## src/rtl/phase_sequencer_if.sv

```systemverilog
// ---------------------------------------------------------------------------
// phase_sequencer_if
// Control bundle between the LEGv8 multi-cycle sequencer and its datapath.
//   master : datapath/control side. Drives start, halt_req, decode controls,
//            zero, mem_ready. Receives phase strobes, PC control and status.
//   slave  : sequencer side (phase_sequencer).
// Parameter CNT_WIDTH sizes the retired-instruction counter.
// ---------------------------------------------------------------------------
interface phase_sequencer_if #(
    parameter int unsigned CNT_WIDTH = 32
);
    // requests and decode controls toward the sequencer
    logic                 start;
    logic                 halt_req;
    logic                 mem_read;
    logic                 mem_write;
    logic                 reg_write;
    logic                 branch;
    logic                 uncondbranch;
    logic                 zero;
    logic                 mem_ready;

    // phase strobes, PC control and status from the sequencer
    logic                 fetch_en;
    logic                 decode_en;
    logic                 read_en;
    logic                 exec_en;
    logic                 mem_en;
    logic                 wb_en;
    logic                 pc_en;
    logic                 pc_src;
    logic [2:0]           phase;
    logic                 busy;
    logic                 halted;
    logic                 error;
    logic [CNT_WIDTH-1:0] retired;

    modport master (
        output start, halt_req, mem_read, mem_write, reg_write,
               branch, uncondbranch, zero, mem_ready,
        input  fetch_en, decode_en, read_en, exec_en, mem_en, wb_en,
               pc_en, pc_src, phase, busy, halted, error, retired
    );

    modport slave (
        input  start, halt_req, mem_read, mem_write, reg_write,
               branch, uncondbranch, zero, mem_ready,
        output fetch_en, decode_en, read_en, exec_en, mem_en, wb_en,
               pc_en, pc_src, phase, busy, halted, error, retired
    );
endinterface

```

## src/rtl/phase_sequencer.sv

```systemverilog
// ---------------------------------------------------------------------------
// phase_sequencer
// Single-clock multi-cycle control sequencer for the LEGv8 datapath. Walks
// IF -> ID -> EX -> [MEM] -> [WB], skipping phases an instruction does not
// need, waits on data memory with an optional timeout, honours halt requests
// at instruction boundaries and counts retired instructions.
// Ports:
//   i_clk    : system clock, rising edge
//   i_reset  : synchronous, active-high reset
//   io_bus   : phase_sequencer_if.slave (controls in; strobes/status out)
// Parameters:
//   CNT_WIDTH   : retired counter width
//   MEM_TIMEOUT : MEM wait cycles before an error halt (0 disables)
// ---------------------------------------------------------------------------
module phase_sequencer #(
    parameter int unsigned CNT_WIDTH   = 32,
    parameter int unsigned MEM_TIMEOUT = 15
) (
    input  logic              i_clk,
    input  logic              i_reset,
    phase_sequencer_if.slave  io_bus
);

    localparam int unsigned WAIT_W    = (MEM_TIMEOUT < 2) ? 1 : $clog2(MEM_TIMEOUT);
    localparam int unsigned WAIT_LAST = (MEM_TIMEOUT == 0) ? 0 : MEM_TIMEOUT - 1;
    localparam bit          TMO_ON    = (MEM_TIMEOUT != 0);

    typedef enum logic [2:0] {
        S_IDLE = 3'd0,
        S_IF   = 3'd1,
        S_ID   = 3'd2,
        S_EX   = 3'd3,
        S_MEM  = 3'd4,
        S_WB   = 3'd5,
        S_HALT = 3'd6
    } state_t;

    state_t                r_state;
    state_t                w_next;
    logic                  r_mem_read;
    logic                  r_mem_write;
    logic                  r_reg_write;
    logic                  r_branch;
    logic                  r_uncond;
    logic                  r_zero;
    logic                  r_halt_pending;
    logic                  r_error;
    logic [WAIT_W-1:0]     r_wait;
    logic [CNT_WIDTH-1:0]  r_retired;
    logic                  w_complete;
    logic                  w_timeout;
    logic                  w_zero_eff;
    logic                  w_in_instr;

    // State register
    always_ff @(posedge i_clk) begin
        if (i_reset) begin
            r_state <= S_IDLE;
        end else begin
            r_state <= w_next;
        end
    end

    // Next-state, completion and timeout decode
    always_comb begin
        w_next     = r_state;
        w_complete = 1'b0;
        w_timeout  = 1'b0;
        w_zero_eff = r_zero;
        case (r_state)
            S_IDLE: begin
                if (io_bus.start) begin
                    w_next = S_IF;
                end
            end
            S_IF: w_next = S_ID;
            S_ID: w_next = S_EX;
            S_EX: begin
                // branches resolve here, so use the live flag
                w_zero_eff = io_bus.zero;
                if (r_mem_read || r_mem_write) begin
                    w_next = S_MEM;
                end else if (r_reg_write) begin
                    w_next = S_WB;
                end else begin
                    w_complete = 1'b1;
                end
            end
            S_MEM: begin
                if (io_bus.mem_ready) begin
                    if (r_reg_write) begin
                        w_next = S_WB;
                    end else begin
                        w_complete = 1'b1;
                    end
                end else if (TMO_ON && (r_wait == WAIT_W'(WAIT_LAST))) begin
                    // this is the last allowed wait cycle
                    w_timeout = 1'b1;
                    w_next    = S_HALT;
                end
            end
            S_WB: w_complete = 1'b1;
            S_HALT: begin
                if (io_bus.start && !r_error) begin
                    w_next = S_IF;
                end
            end
            default: w_next = S_IDLE;
        endcase
        if (w_complete) begin
            w_next = (r_halt_pending || io_bus.halt_req) ? S_HALT : S_IF;
        end
    end

    assign w_in_instr = (r_state == S_IF) || (r_state == S_ID) || (r_state == S_EX) ||
                        (r_state == S_MEM) || (r_state == S_WB);

    // Latched controls, halt/error flags, MEM wait counter, retired counter
    always_ff @(posedge i_clk) begin
        if (i_reset) begin
            r_mem_read     <= 1'b0;
            r_mem_write    <= 1'b0;
            r_reg_write    <= 1'b0;
            r_branch       <= 1'b0;
            r_uncond       <= 1'b0;
            r_zero         <= 1'b0;
            r_halt_pending <= 1'b0;
            r_error        <= 1'b0;
            r_wait         <= '0;
            r_retired      <= '0;
        end else begin
            if (r_state == S_ID) begin
                r_mem_read  <= io_bus.mem_read;
                r_mem_write <= io_bus.mem_write;
                r_reg_write <= io_bus.reg_write;
                r_branch    <= io_bus.branch;
                r_uncond    <= io_bus.uncondbranch;
            end
            if (r_state == S_EX) begin
                r_zero <= io_bus.zero;
            end
            if (w_timeout) begin
                r_error <= 1'b1;
            end
            // counts only cycles that stay in MEM; any exit clears it
            if ((r_state == S_MEM) && (w_next == S_MEM)) begin
                r_wait <= r_wait + WAIT_W'(1);
            end else begin
                r_wait <= '0;
            end
            if (w_next == S_HALT) begin
                r_halt_pending <= 1'b0;
            end else if (w_in_instr && io_bus.halt_req) begin
                r_halt_pending <= 1'b1;
            end
            if (w_complete) begin
                r_retired <= r_retired + CNT_WIDTH'(1);
            end
        end
    end

    // Moore phase strobes and status
    assign io_bus.fetch_en  = (r_state == S_IF);
    assign io_bus.decode_en = (r_state == S_ID);
    assign io_bus.read_en   = (r_state == S_ID);
    assign io_bus.exec_en   = (r_state == S_EX);
    assign io_bus.mem_en    = (r_state == S_MEM);
    assign io_bus.wb_en     = (r_state == S_WB);
    assign io_bus.phase     = r_state;
    assign io_bus.busy      = (r_state != S_IDLE) && (r_state != S_HALT);
    assign io_bus.halted    = (r_state == S_HALT);
    assign io_bus.error     = r_error;
    assign io_bus.retired   = r_retired;

    // PC update in the completion cycle; pc_src forced low otherwise
    assign io_bus.pc_en  = w_complete;
    assign io_bus.pc_src = w_complete && (r_uncond || (r_branch && w_zero_eff));

endmodule

```

## src/flat_wrapper.sv

```systemverilog
// flat-port wrapper written by rule: the top's interface ports become plain ports
module phase_sequencer_flat 
#(
    parameter int unsigned CNT_WIDTH   = 32,
    parameter int unsigned MEM_TIMEOUT = 15
)
  (i_clk, i_reset, io_bus_start, io_bus_halt_req, io_bus_mem_read, io_bus_mem_write, io_bus_reg_write, io_bus_branch, io_bus_uncondbranch, io_bus_zero, io_bus_mem_ready, io_bus_fetch_en, io_bus_decode_en, io_bus_read_en, io_bus_exec_en, io_bus_mem_en, io_bus_wb_en, io_bus_pc_en, io_bus_pc_src, io_bus_phase, io_bus_busy, io_bus_halted, io_bus_error, io_bus_retired);
  phase_sequencer_if #(.CNT_WIDTH(CNT_WIDTH)) io_bus_i ();
  input  logic i_clk;
  input  logic i_reset;
  input wire logic [$bits(io_bus_i.start)-1:0] io_bus_start;
  input wire logic [$bits(io_bus_i.halt_req)-1:0] io_bus_halt_req;
  input wire logic [$bits(io_bus_i.mem_read)-1:0] io_bus_mem_read;
  input wire logic [$bits(io_bus_i.mem_write)-1:0] io_bus_mem_write;
  input wire logic [$bits(io_bus_i.reg_write)-1:0] io_bus_reg_write;
  input wire logic [$bits(io_bus_i.branch)-1:0] io_bus_branch;
  input wire logic [$bits(io_bus_i.uncondbranch)-1:0] io_bus_uncondbranch;
  input wire logic [$bits(io_bus_i.zero)-1:0] io_bus_zero;
  input wire logic [$bits(io_bus_i.mem_ready)-1:0] io_bus_mem_ready;
  output wire logic [$bits(io_bus_i.fetch_en)-1:0] io_bus_fetch_en;
  output wire logic [$bits(io_bus_i.decode_en)-1:0] io_bus_decode_en;
  output wire logic [$bits(io_bus_i.read_en)-1:0] io_bus_read_en;
  output wire logic [$bits(io_bus_i.exec_en)-1:0] io_bus_exec_en;
  output wire logic [$bits(io_bus_i.mem_en)-1:0] io_bus_mem_en;
  output wire logic [$bits(io_bus_i.wb_en)-1:0] io_bus_wb_en;
  output wire logic [$bits(io_bus_i.pc_en)-1:0] io_bus_pc_en;
  output wire logic [$bits(io_bus_i.pc_src)-1:0] io_bus_pc_src;
  output wire logic [$bits(io_bus_i.phase)-1:0] io_bus_phase;
  output wire logic [$bits(io_bus_i.busy)-1:0] io_bus_busy;
  output wire logic [$bits(io_bus_i.halted)-1:0] io_bus_halted;
  output wire logic [$bits(io_bus_i.error)-1:0] io_bus_error;
  output wire logic [$bits(io_bus_i.retired)-1:0] io_bus_retired;
  assign io_bus_i.start = io_bus_start;
  assign io_bus_i.halt_req = io_bus_halt_req;
  assign io_bus_i.mem_read = io_bus_mem_read;
  assign io_bus_i.mem_write = io_bus_mem_write;
  assign io_bus_i.reg_write = io_bus_reg_write;
  assign io_bus_i.branch = io_bus_branch;
  assign io_bus_i.uncondbranch = io_bus_uncondbranch;
  assign io_bus_i.zero = io_bus_zero;
  assign io_bus_i.mem_ready = io_bus_mem_ready;
  assign io_bus_fetch_en = io_bus_i.fetch_en;
  assign io_bus_decode_en = io_bus_i.decode_en;
  assign io_bus_read_en = io_bus_i.read_en;
  assign io_bus_exec_en = io_bus_i.exec_en;
  assign io_bus_mem_en = io_bus_i.mem_en;
  assign io_bus_wb_en = io_bus_i.wb_en;
  assign io_bus_pc_en = io_bus_i.pc_en;
  assign io_bus_pc_src = io_bus_i.pc_src;
  assign io_bus_phase = io_bus_i.phase;
  assign io_bus_busy = io_bus_i.busy;
  assign io_bus_halted = io_bus_i.halted;
  assign io_bus_error = io_bus_i.error;
  assign io_bus_retired = io_bus_i.retired;
  phase_sequencer #(.CNT_WIDTH(CNT_WIDTH), .MEM_TIMEOUT(MEM_TIMEOUT)) u_core (.i_clk(i_clk), .i_reset(i_reset), .io_bus(io_bus_i));
endmodule
```

## config.mk

```make
export PLATFORM = sky130hd
export DESIGN_NAME = phase_sequencer_flat
export DESIGN_NICKNAME = d
export VERILOG_FILES = /design/src/rtl/phase_sequencer_if.sv /design/src/rtl/phase_sequencer.sv /design/src/flat_wrapper.sv
export SDC_FILE = /design/constraint.sdc
export NUM_CORES = 1
export LEC_CHECK = 0
export ABC_AREA = 1
export BUFFER_PORTS_ARGS = -buffer_cell sky130_fd_sc_hd__buf_2
export CORE_MARGIN = 5
export CORE_UTILIZATION = 55
export DETAILED_ROUTE_END_ITERATION = 10
export GPL_TIMING_DRIVEN = 0
export PLACE_DENSITY = 0.78
export SETUP_SLACK_MARGIN = 0.4
export SYNTH_ARGS = -nofsm -noshare
export SYNTH_HDL_FRONTEND = slang
export SYNTH_SLANG_ARGS = --single-unit
```

## constraint.sdc

```tcl
create_clock -name i_clk -period 1.9 [get_ports i_clk]
set_clock_uncertainty 0.15 [all_clocks]
set_input_delay 0 -clock i_clk [delete_from_list [all_inputs] [get_ports i_clk]]
set_output_delay 0 -clock i_clk [all_outputs]
set_load 0.02 [all_outputs]
```

==> results of run 1 <==
==> what timing repair did <==
item,CTS,global route
hold endpoints to repair,14,0
buffers inserted,19,15
hold buffers,9,0
pin swaps,22,43
cloned,1,1
gates resized for setup,63,116
setup endpoints to repair,34,46
==> power by group through the flow <==
stage | combinational (uW) | clock (uW) | sequential [uW]
after CTS | 1360 | 606 | 1170
after global routing | 1790 | 651 | 1180
after floorplan | 659 | 0 | 1230
after global placement | 939 | 0 | 1200
after detailed placement | 952 | 0 | 1200
final | 1690 | 618 | 1180
==> cell usage after synthesis, types with 3 or more instances <==
library cell	n	area share, %
nand2_1	137	19
nor2_1	78	11
inv_1	48	6.6
dfxtp_1	47	34
a21oi_1	31	5.7
nand3_1	26	4.7
o21ai_0	15	2.7
nand4_1	8	1.8
nor2_2	7	1.6
clkbuf_1	4	0.55
o21bai_1	4	1.1
xor2_1	4	1.3
buf_4	3	0.82
ha_1	3	1.4
inv_2	3	0.41
nand2_2	3	0.68
nor2_4	3	1.2
==> layer usage <==
metal  GRT usage (%)  vias up  wire length [microns]
li1                -     1609                      -
met1            34.4     1647                   3980
met2            45.9      281                   5090
met3            4.26       82                   1200
met4            7.94        0                    662
met5               0        -                      0
==> registers in the layout, summed over array words and instances, names as in the netlist <==
name,count
u_core.io_bus.retired,32
u_core.r_wait,4
u_core.io_bus.phase,3
u_core.io_bus.error,1
u_core.r_branch,1
u_core.r_halt_pending,1
u_core.r_mem_read,1
u_core.r_mem_write,1
u_core.r_reg_write,1
u_core.r_uncond,1
u_core.r_zero,1
==> area by class of cell <==
cell class,instances,share of cell area [%]
clock inverter,3,0.359
buffer,10,2.25
clock buffer,5,1.65
timing repair buffer,100,17.7
multi-input combinational,333,46.4
sequential,47,24.8
tap,67,2.01
inverter,52,4.85
==> cell usage in the layout (no fill, tap or decap), types with 5 or more instances in the layout <==
cell and n:
inv_1 43, a21oi_1 28, nand3_1 20, nor2_4 22
nor2_2 21, nor2_1 45, nand2_4 12, inv_2 6
buf_6 10, dlygate4sd3_1 9, buf_2 52, dfxtp_2 10
nand3_2 6, nand4_1 8, dfxtp_1 15, nand2_1 110
dfxtp_4 22, nand2_2 19, buf_4 27, o21ai_1 10
o21ai_0 6, clkbuf_8 5
==> worst paths after layout <==
kind,start,depth (start not counted),slack [ps],end
max,u_core.io_bus.phase[2]$_SDFF_PP0_,9,80,u_core.r_halt_pending$_SDFFE_PP0P_
max reg2reg,u_core.io_bus.phase[2]$_SDFF_PP0_,9,80,u_core.r_halt_pending$_SDFFE_PP0P_
min,io_bus_start,6,80,u_core.io_bus.phase[2]$_SDFF_PP0_
min reg2reg,u_core.r_wait[0]$_SDFF_PP0_,1,300,u_core.r_wait[0]$_SDFF_PP0_
==> critical path: cells and delay by family, from the launching register on <==
family	cells	cell delay, ps
DFF	1	350
AOI/OAI and AO/OA	1	290
buffers and inverters	4	450
and+or+nand+nor	4	480
==> cell families after synthesis <==
| logic type | synth area share, % |
|---|---|
| muxes | 0.365 |
| xor gates and xnor gates | 1.60 |
| adders and majority gates | 1.37 |
| buffers and inverters | 9.48 |
| DFF | 34.3 |
| and+or+nand+nor | 42.5 |
| AOI/OAI and AO/OA | 10.4 |
==> stage by stage <==
stage	hold slack [ps]	worst slack (ps)	power [uW]
finish	81.5	81.7	3490
global placement	102	260	2140
CTS	23.7	254	3140
detailed placement	113	227	2150
floorplan	-5.38	392	1890
global route	106	68.6	3620
==> reports/metrics.cfg, run 1 <==
[power_and_ir_drop]
power_leakage_uw = 0.00182
power_density_nw_per_um2 = 836
p_int_uw = 2040
combPwrFrac_pct = 48.5
p_switching_uw = 1460
p_seq_share_pct = 33.8
p_sw_share_pct = 41.7
clkPwrFrac_pct = 17.7
ir_worst_vdd_uv = 836

[cts]
cts_buffer_depth = 2
cts_root_buffer = clkbuf_8
clk_pin_slew_ps = 90
htree_levels = 2
clock_latency_ps = 310
cts_sinks = 47
cts_tree = yes
cts_buffers = 5

[finish]
fin_nets = 563
antenna_cells = 0
area_growth_pct = 52.3
final-seq-area_sq_um = 1040
final_layout_size_suffix_gt1_share_pct = 43.3
final_util_pct = 87.3
fillCellCount = 258
finalInstanceArea_sq_um = 4180
final_cell_count_no_fill = 617
multi_input_area_sq_um = 1940

[sta]
rsz0062_at_grt = yes
relSlewSlack_pct = 53.7
maxSlewViolCount = 0
fmax_mhz = 550
setup_violations = 0
fin_crit_ps = 1820
finalHoldViolations = 0
final.setup.tns_ps = 0
period_share_pct = 95.7
worst_slew_pin_slew_ps = 694

[routing]
totalWireLength_microns = 10900
vias_per_cell = 5.87
via_count = 3619
detail-route-antenna-nets = 0
wl_per_cell_microns = 17.7
drc_errors = 0
first_pass_iters = 5
drtIter0Drc = 336

[min_path]
hp-class = input pin to flip-flop

[global_routing]
grt_util_all_layers_pct = 26.8
grt_pass1_wl_microns = 13700
grt_max_degree = 15
first_global_vias = 2948
antenna_found_initial = 0
overflow = 0

[yosys]
ys.flop_type = dfxtp_1
synth_cells = 442
ys_ff_latch = 47
synth_edf_count = 0
yosysWarnings = 0
synthDistinctLibCells = 31
synthesis.nets = 456
synth_seq_area_share_pct = 34.3
synth_area_sq_um = 2740
syn_avg_cell_area_sq_um = 6.21
synthArstFlopShare_pct = 0

[placement]
hpwlAfterDp_microns = 5350
place.gp.congestion = 0.902
placed_area_sq_um = 3150
place_inst = 564
io_buffers = 55

[floorplanning]
die-height_microns = 80.6
rows = 25
start_util_pct = 57.3
io_pins = 57
die-area_sq_um = 6500
fp.dieW_microns = 80.6
core_area_sq_um = 4790

[critical_path]
slowest_stage = dfxtp_2
arrival_ps = 1880
critPathKind = flip-flop to flip-flop
start_kind = flip-flop
cp.required_ps = 1960
max_stage_delay_ps = 350
critPathMaxFanout = 6
endpoint_kind = flip-flop
worstPathCellList = buf_8 -> buf_4 -> buf_4 -> a21oi_1 -> nor2_1 -> nand3_1 -> nand3_1 -> nand2_1 -> inv_1

[status]
status = finished clean

[run]
cap_viol_max_count = 0

No activity file was read; power rests on OpenSTA's default activity.
==> run 2: changes to the inputs <==
ABC_AREA = not set   (was 1)
CORE_UTILIZATION = 53   (was 55)
PLACE_DENSITY = 0.77   (was 0.78)
REMOVE_ABC_BUFFERS = 1   (was not set)
==> reports/metrics.cfg, run 2 <==
[status]
status = finished with violations
violations = setup timing

[global_routing]
overflow = 0  ; unchanged
antenna_found_initial = 0  ; unchanged
grt_use_met3_pct = 4.73  ; +0.47 points
busiest_layer = met2
first_global_vias = 2302  ; -22%
use_met2_pct = 37.3  ; -8.6 points
grt_util_all_layers_pct = 21.7  ; -5.1 points
grt_pass1_wl_microns = 10700  ; -22%
grt_max_degree = 44  ; +29
grtUsageMet1_pct = 26.6  ; -7.8 points

[cts]
cts_root_buffer = clkbuf_8
cts_tree = yes
cts_sinks = 47  ; unchanged
clock_latency_ps = 300  ; about the same
cts_buffer_depth = 2  ; unchanged
clk_pin_slew_ps = 90  ; about the same
htree_levels = 2  ; unchanged
cts_buffers = 5  ; unchanged

[critical_path]
worstPathCellList = nand4_1 -> buf_6 -> nor4_4 -> o21ai_4 -> or4_1 -> a21oi_1
max_stage_delay_ps = 500  ; +150 ps
critical_path.top_delay_family = simple AND/OR/NAND/NOR gates
endpoint_kind = flip-flop
cp.required_ps = 1970  ; about the same
slowest_stage = or4_1
start_kind = flip-flop
arrival_ps = 2080  ; +200 ps
path_buf_inv = 1  ; -3
critPathMaxFanout = 4  ; -2
critPathKind = flip-flop to flip-flop

[finish]
final_layout_size_suffix_gt1_share_pct = 45.6  ; +2.4 points
fin_nets = 390  ; -31%
area_growth_pct = 52.6
largest_reg_flops = 32  ; unchanged
finalInstanceArea_sq_um = 3570  ; -15%
final_common_cell = buf_2
most-common-layout-cells = buf_2, nor2_1, buf_4, dfxtp_1, a21oi_1
antenna_cells = 0  ; unchanged
fillCellCount = 227  ; -12%

[sta]
maxSlewViolCount = 0  ; unchanged
finalHoldViolations = 0  ; unchanged
fin_crit_ps = 2010  ; +190 ps
fmax_mhz = 498  ; -9.5%
rsz0062_at_grt = yes
period_share_pct = 106  ; +10 points
relSlewSlack_pct = 47.0  ; -6.7 points
setup_violations = 15  ; +15
fin_ws_ps = -109  ; -190 ps
final.setup.tns_ps = -789  ; -789 ps
worst_slew_pin_slew_ps = 796  ; +101 ps

[yosys]
synthAdderAreaFrac_pct = 1.60  ; +0.24 points
yosys.area.top_type = dfxtp_1
synth_cells = 279  ; -37%
synth_seq_area_share_pct = 40.2  ; +5.9 points
yosysWarnings = 0  ; unchanged
synth_area_sq_um = 2340  ; -15%
synth.most_common_cell = dfxtp_1
ys.flop_type = dfxtp_1
synthTopCellsByArea = dfxtp_1, nor2_1, a21oi_1, xor2_1, o21ai_0
synthXorXnorAreaFrac_pct = 6.74  ; +5.1 points
synth_top_area_share_pct = 40.2  ; +5.9 points
synthDistinctLibCells = 42  ; +35%
synth_compound_area_share_pct = 18.3  ; +7.8 points
yosys-top-cells-count = dfxtp_1, nor2_1, a21oi_1
synth_mux_area_share_pct = 2.62  ; +2.3 points
synth_top_family_by_area = simple AND/OR/NAND/NOR gates
ys_ff_latch = 47  ; unchanged
synthArstFlopShare_pct = 0  ; unchanged
yosys.area_share.simple_pct = 26.6  ; -16 points
syn_avg_cell_area_sq_um = 8.39  ; +35%
synth_edf_count = 0  ; unchanged

[power_and_ir_drop]
power_leakage_uw = 0.00141  ; -22%
ir_worst_vdd_uv = 623  ; -26%
power_density_nw_per_um2 = 868  ; +3.8%

[routing]
wl_per_cell_microns = 17.3  ; -2.7%
totalWireLength_microns = 7410  ; -32%
drc_errors = 0  ; unchanged
drtIter0Drc = 286  ; -15%
via_count = 2551  ; -30%
vias_per_cell = 5.95  ; +1.4%
detail-route-antenna-nets = 0  ; unchanged
first_pass_iters = 4  ; -1

[run]
cap_viol_max_count = 0  ; unchanged

[placement]
io_buffers = 56  ; +1.8%
hpwlAfterDp_microns = 3620  ; -32%
place.gp.congestion = 0.835  ; -7.4%
pre_cts_ws_ps = -880  ; -1110 ps
placed_area_sq_um = 2620  ; -17%

[floorplanning]
rows = 24  ; -4.0%
die-height_microns = 76.4  ; -5.2%
die-area_sq_um = 5840  ; -10%
start_util_pct = 54.1  ; -3.2 points
io_pins = 57  ; unchanged
fp.dieW_microns = 76.4  ; -5.2%
core_area_sq_um = 4320  ; -9.6%

[min_path]
hp-class = input pin to flip-flop

run 2: changes by cell type in the layout (fill, tap and decap cells not counted), moves of 9 or more:
cell,previous run,this run
o21ai_1,10,1
or3_1,0,10
nand2_1,110,14
inv_1,43,5
nand2_4,12,1
dfxtp_1,15,25
nor2_2,21,2
nor2_4,22,4
nand3_1,20,10
nor2_1,45,35
dfxtp_4,22,6
nand2_2,19,2
run 2: through the flow:
| stage | instances | total power, uW | hold WS [ps] | util, % |
|---|---|---|---|---|
| after detailed placement | 373 | 1870 | 102 | 60.6 |
| after floorplan | 265 | 1660 | -80.9 | - |
| after global placement | 373 | 1860 | 88.8 | 60.6 |
| after CTS | 419 | 2950 | 27.5 | 76.4 |
| after global routing | 429 | 3230 | 90.4 | 82.6 |
| final | 429 | 3100 | 42.5 | 82.6 |
run 2: report_power, final:
part           internal (uW)  switching (uW)  leakage (uW)
Clock                    333             335     0.0000515
Sequential              1070            92.2      0.000392
Combinational            584             683      0.000969
run 2: final cells by class:
type                    instances  area (sq um)  share of cell area, %
multi-input cells             211          1620                   45.3
well taps                      52          65.1                   1.82
inverters                       7          33.8                  0.946
repair buffers                104           769                   21.5
flip-flops and latches         47           983                   27.5
clock buffers                   8           100                   2.80
run 2: routing by layer:
layer / wire (microns) / share of wire (%)
met5: 0 / 0
met4: 262 / 3.5
met3: 391 / 5.3
met2: 3700 / 50
met1: 3050 / 41
run 2: repair_timing:
action,4_1_cts,5_1_grt
endpoints found under the setup margin,52,50
hold endpoints to repair,15,0
setup buffers,30,10
resized for setup,77,44
pin swaps,39,20
hold buffers,8,0
run 2: worst reg2reg max path: stages (launching register included):
cell and delay, ps:
dfxtp_2 360, nand4_1 120, buf_6 160, nor4_4 350
o21ai_4 140, or4_1 500, a21oi_1 150
run 2: kinds of logic after synthesis:
family                     Yosys count
muxes                                6
adders and majority gates            3
buffers and inverters               21
AOI/OAI and AO/OA                   67
DFF                                 47
and+or+nand+nor                    117
xor gates and xnor gates            18
run 2: final timing paths:
path / start / end / slack, ps / depth (start not counted)
max: u_core.io_bus.retired[11]$_SDFFE_PP0P_ / u_core.io_bus.retired[24]$_SDFFE_PP0P_ / -110 / 6
min: io_bus_start / u_core.io_bus.phase[1]$_SDFF_PP0_ / 40 / 4
max reg2reg: u_core.io_bus.retired[11]$_SDFFE_PP0P_ / u_core.io_bus.retired[24]$_SDFFE_PP0P_ / -110 / 6
min reg2reg: u_core.io_bus.retired[31]$_SDFFE_PP0P_ / u_core.io_bus.retired[31]$_SDFFE_PP0P_ / 330 / 2
==> run 3: changes to the inputs <==
ABC_AREA = 1   (was not set)
CORE_UTILIZATION = 55   (was 53)
PLACE_DENSITY = 0.78   (was 0.77)
REMOVE_ABC_BUFFERS = not set   (was 1)
TNS_END_PERCENT = 10   (was not set)
==> reports/metrics.cfg, run 3 (same netlist as run 1, synthesis figures left out) <==
[floorplanning]
fp.dieW_microns = 80.6  ; +5.5%
die-area_sq_um = 6500  ; +11%
die-height_microns = 80.6  ; +5.5%
core_area_sq_um = 4790  ; +11%
rows = 25  ; +4.2%
start_util_pct = 57.3  ; +3.2 points
io_pins = 57  ; unchanged

[placement]
hpwlAfterDp_microns = 5540  ; +53%
io_buffers = 55  ; -1.8%
place.gp.congestion = 0.974  ; +17%

[critical_path]
timing.rr.start = u_core.io_bus.retired[0]$_SDFFE_PP0P_
start_kind = flip-flop
cp.required_ps = 1750  ; -220 ps
cp-startpoint = u_core.io_bus.phase[2]$_SDFF_PP0_
r2r_end = u_core.io_bus.retired[22]$_SDFFE_PP0P_
critPathMaxFanout = 6  ; +2
endpoint_kind = primary output
arrival_ps = 1540  ; -540 ps
worst-r2r-setup-slack_ps = 230  ; +340 ps
critPathKind = flip-flop to primary output
rr_worst_depth = 8  ; +2

[sta]
worst_slew_pin_slew_ps = 577  ; -219 ps
fin_crit_ps = 1690  ; -320 ps
finalHoldViolations = 0  ; unchanged
relSlewSlack_pct = 61.6  ; +15 points
period_share_pct = 88.9  ; -17 points
rsz0062_at_grt = yes
setup_violations = 0  ; -15
maxSlewViolCount = 0  ; unchanged
final.setup.tns_ps = 0  ; +789 ps
worst_hold_slack_ps = 15.2  ; -27.3 ps
fmax_mhz = 592  ; +19%

[global_routing]
grt_util_all_layers_pct = 25.2  ; +3.5 points
overflow = 0  ; unchanged
grt_pass1_wl_microns = 13000  ; +21%
first_global_vias = 2826  ; +23%
antenna_found_initial = 0  ; unchanged
grt_max_degree = 15  ; -66%

[routing]
vias_per_cell = 5.17  ; -13%
drc_errors = 0  ; unchanged
drtIter0Drc = 227  ; -21%
totalWireLength_microns = 7650  ; +3.4%
wl_per_cell_microns = 12.9  ; -25%
detail-route-antenna-nets = 0  ; unchanged
first_pass_iters = 5  ; +1
via_count = 3069  ; +20%

[finish]
final_common_cell = nand2_1
final_layout_size_suffix_gt1_share_pct = 26.0  ; -20 points
fin_nets = 540  ; +38%
fillCellCount = 394  ; +74%
most-common-layout-cells = nand2_1, nor2_1, buf_2
largest_reg_flops = 32  ; unchanged
area_growth_pct = 29.9
antenna_cells = 0  ; unchanged

[min_path]
whs_path_depth = 6  ; +2
hp-class = input pin to flip-flop
hold_path_startpoint = io_bus_start
min_to = u_core.io_bus.phase[2]$_SDFF_PP0_

[power_and_ir_drop]
power_density_nw_per_um2 = 844  ; -2.7%
ir_worst_vdd_uv = 768  ; +23%
p_total_uw = 3010  ; -2.9%
power_leakage_uw = 0.00150  ; +6.4%

[run]
cap_viol_max_count = 0  ; unchanged

[status]
status = finished clean

[cts]
cts_tree = yes
cts_sinks = 47  ; unchanged
cts_root_buffer = clkbuf_8
htree_levels = 2  ; unchanged
clock_latency_ps = 310  ; about the same
cts_buffers = 5  ; unchanged
cts_buffer_depth = 2  ; unchanged
clk_pin_slew_ps = 90  ; about the same

[run 3: changes by cell type in the layout (fill, tap and decap cells not counted), moves of 8 or more]
cell / previous run / this run
or3_1: 10 / 0
nand2_1: 14 / 132
dfxtp_1: 25 / 35
buf_4: 25 / 13
nor2_1: 35 / 70
nand3_1: 10 / 23
dfxtp_2: 16 / 8
inv_1: 5 / 46
xor2_1: 12 / 4
a21oi_1: 22 / 31
buf_6: 17 / 5
[run 3: final cells by class]
class	count	area (sq um)	share of cell area (%)
multi-input cells	333	1670	46.9
well taps	67	83.8	2.35
clock buffers	6	72.6	2.04
flip-flops and latches	47	966	27.1
inverters	52	195	5.48
clock inverters	2	12.5	0.351
plain buffers	10	82.6	2.32
repair buffers	77	482	13.5
[run 3: worst max-delay path by stage]
stage	slack [ps]	endpoint	cells past startpoint
final	210	io_bus_pc_src	7
after global routing	100	u_core.io_bus.retired[28]$_SDFFE_PP0P_	9
after global placement	260	u_core.io_bus.retired[22]$_SDFFE_PP0P_	8
after CTS	180	io_bus_pc_src	7
after floorplan	380	u_core.io_bus.retired[24]$_SDFFE_PP0P_	8
after detailed placement	230	u_core.io_bus.retired[24]$_SDFFE_PP0P_	8
[run 3: report_power, final]
part,switching [uW],internal (uW)
registers,101,1090
logic,734,470
clock network,355,258
[run 3: metal layers]
layer  global-route usage, %  routed length [microns]  vias to the layer above
li1                        -                        -                     1561
met1                    34.1                     3350                     1392
met2                    39.8                     3660                      103
met3                    5.04                      528                       13
met4                    8.28                      114                        0
met5                       0                        0                        -
[run 3: worst max-delay path, stage by stage, from the launching register on]
cell and delay, ps:
dfxtp_2 340, buf_6 130, nor2_4 120, mux2i_2 260, nor2_1 90, nor2_2 140
nor2_4 40, buf_6 120
[run 3: through the flow]
stage	instance area, sq um	utilization (%)	std cells	worst slack [ps]
floorplan	2790	-	442	382
global placement	3150	65.8	564	263
detailed placement	3150	65.8	564	227
CTS	3430	71.7	590	184
global route	3560	74.5	594	101
finish	3560	74.5	594	212
[run 3: what timing repair did]
action	4_1_cts	5_1_grt
hold buffers	10	0
pin swaps	4	11
resized for setup	14	30
setup buffers	8	4
endpoints found under the setup margin	35	46
hold endpoints to repair	16	0
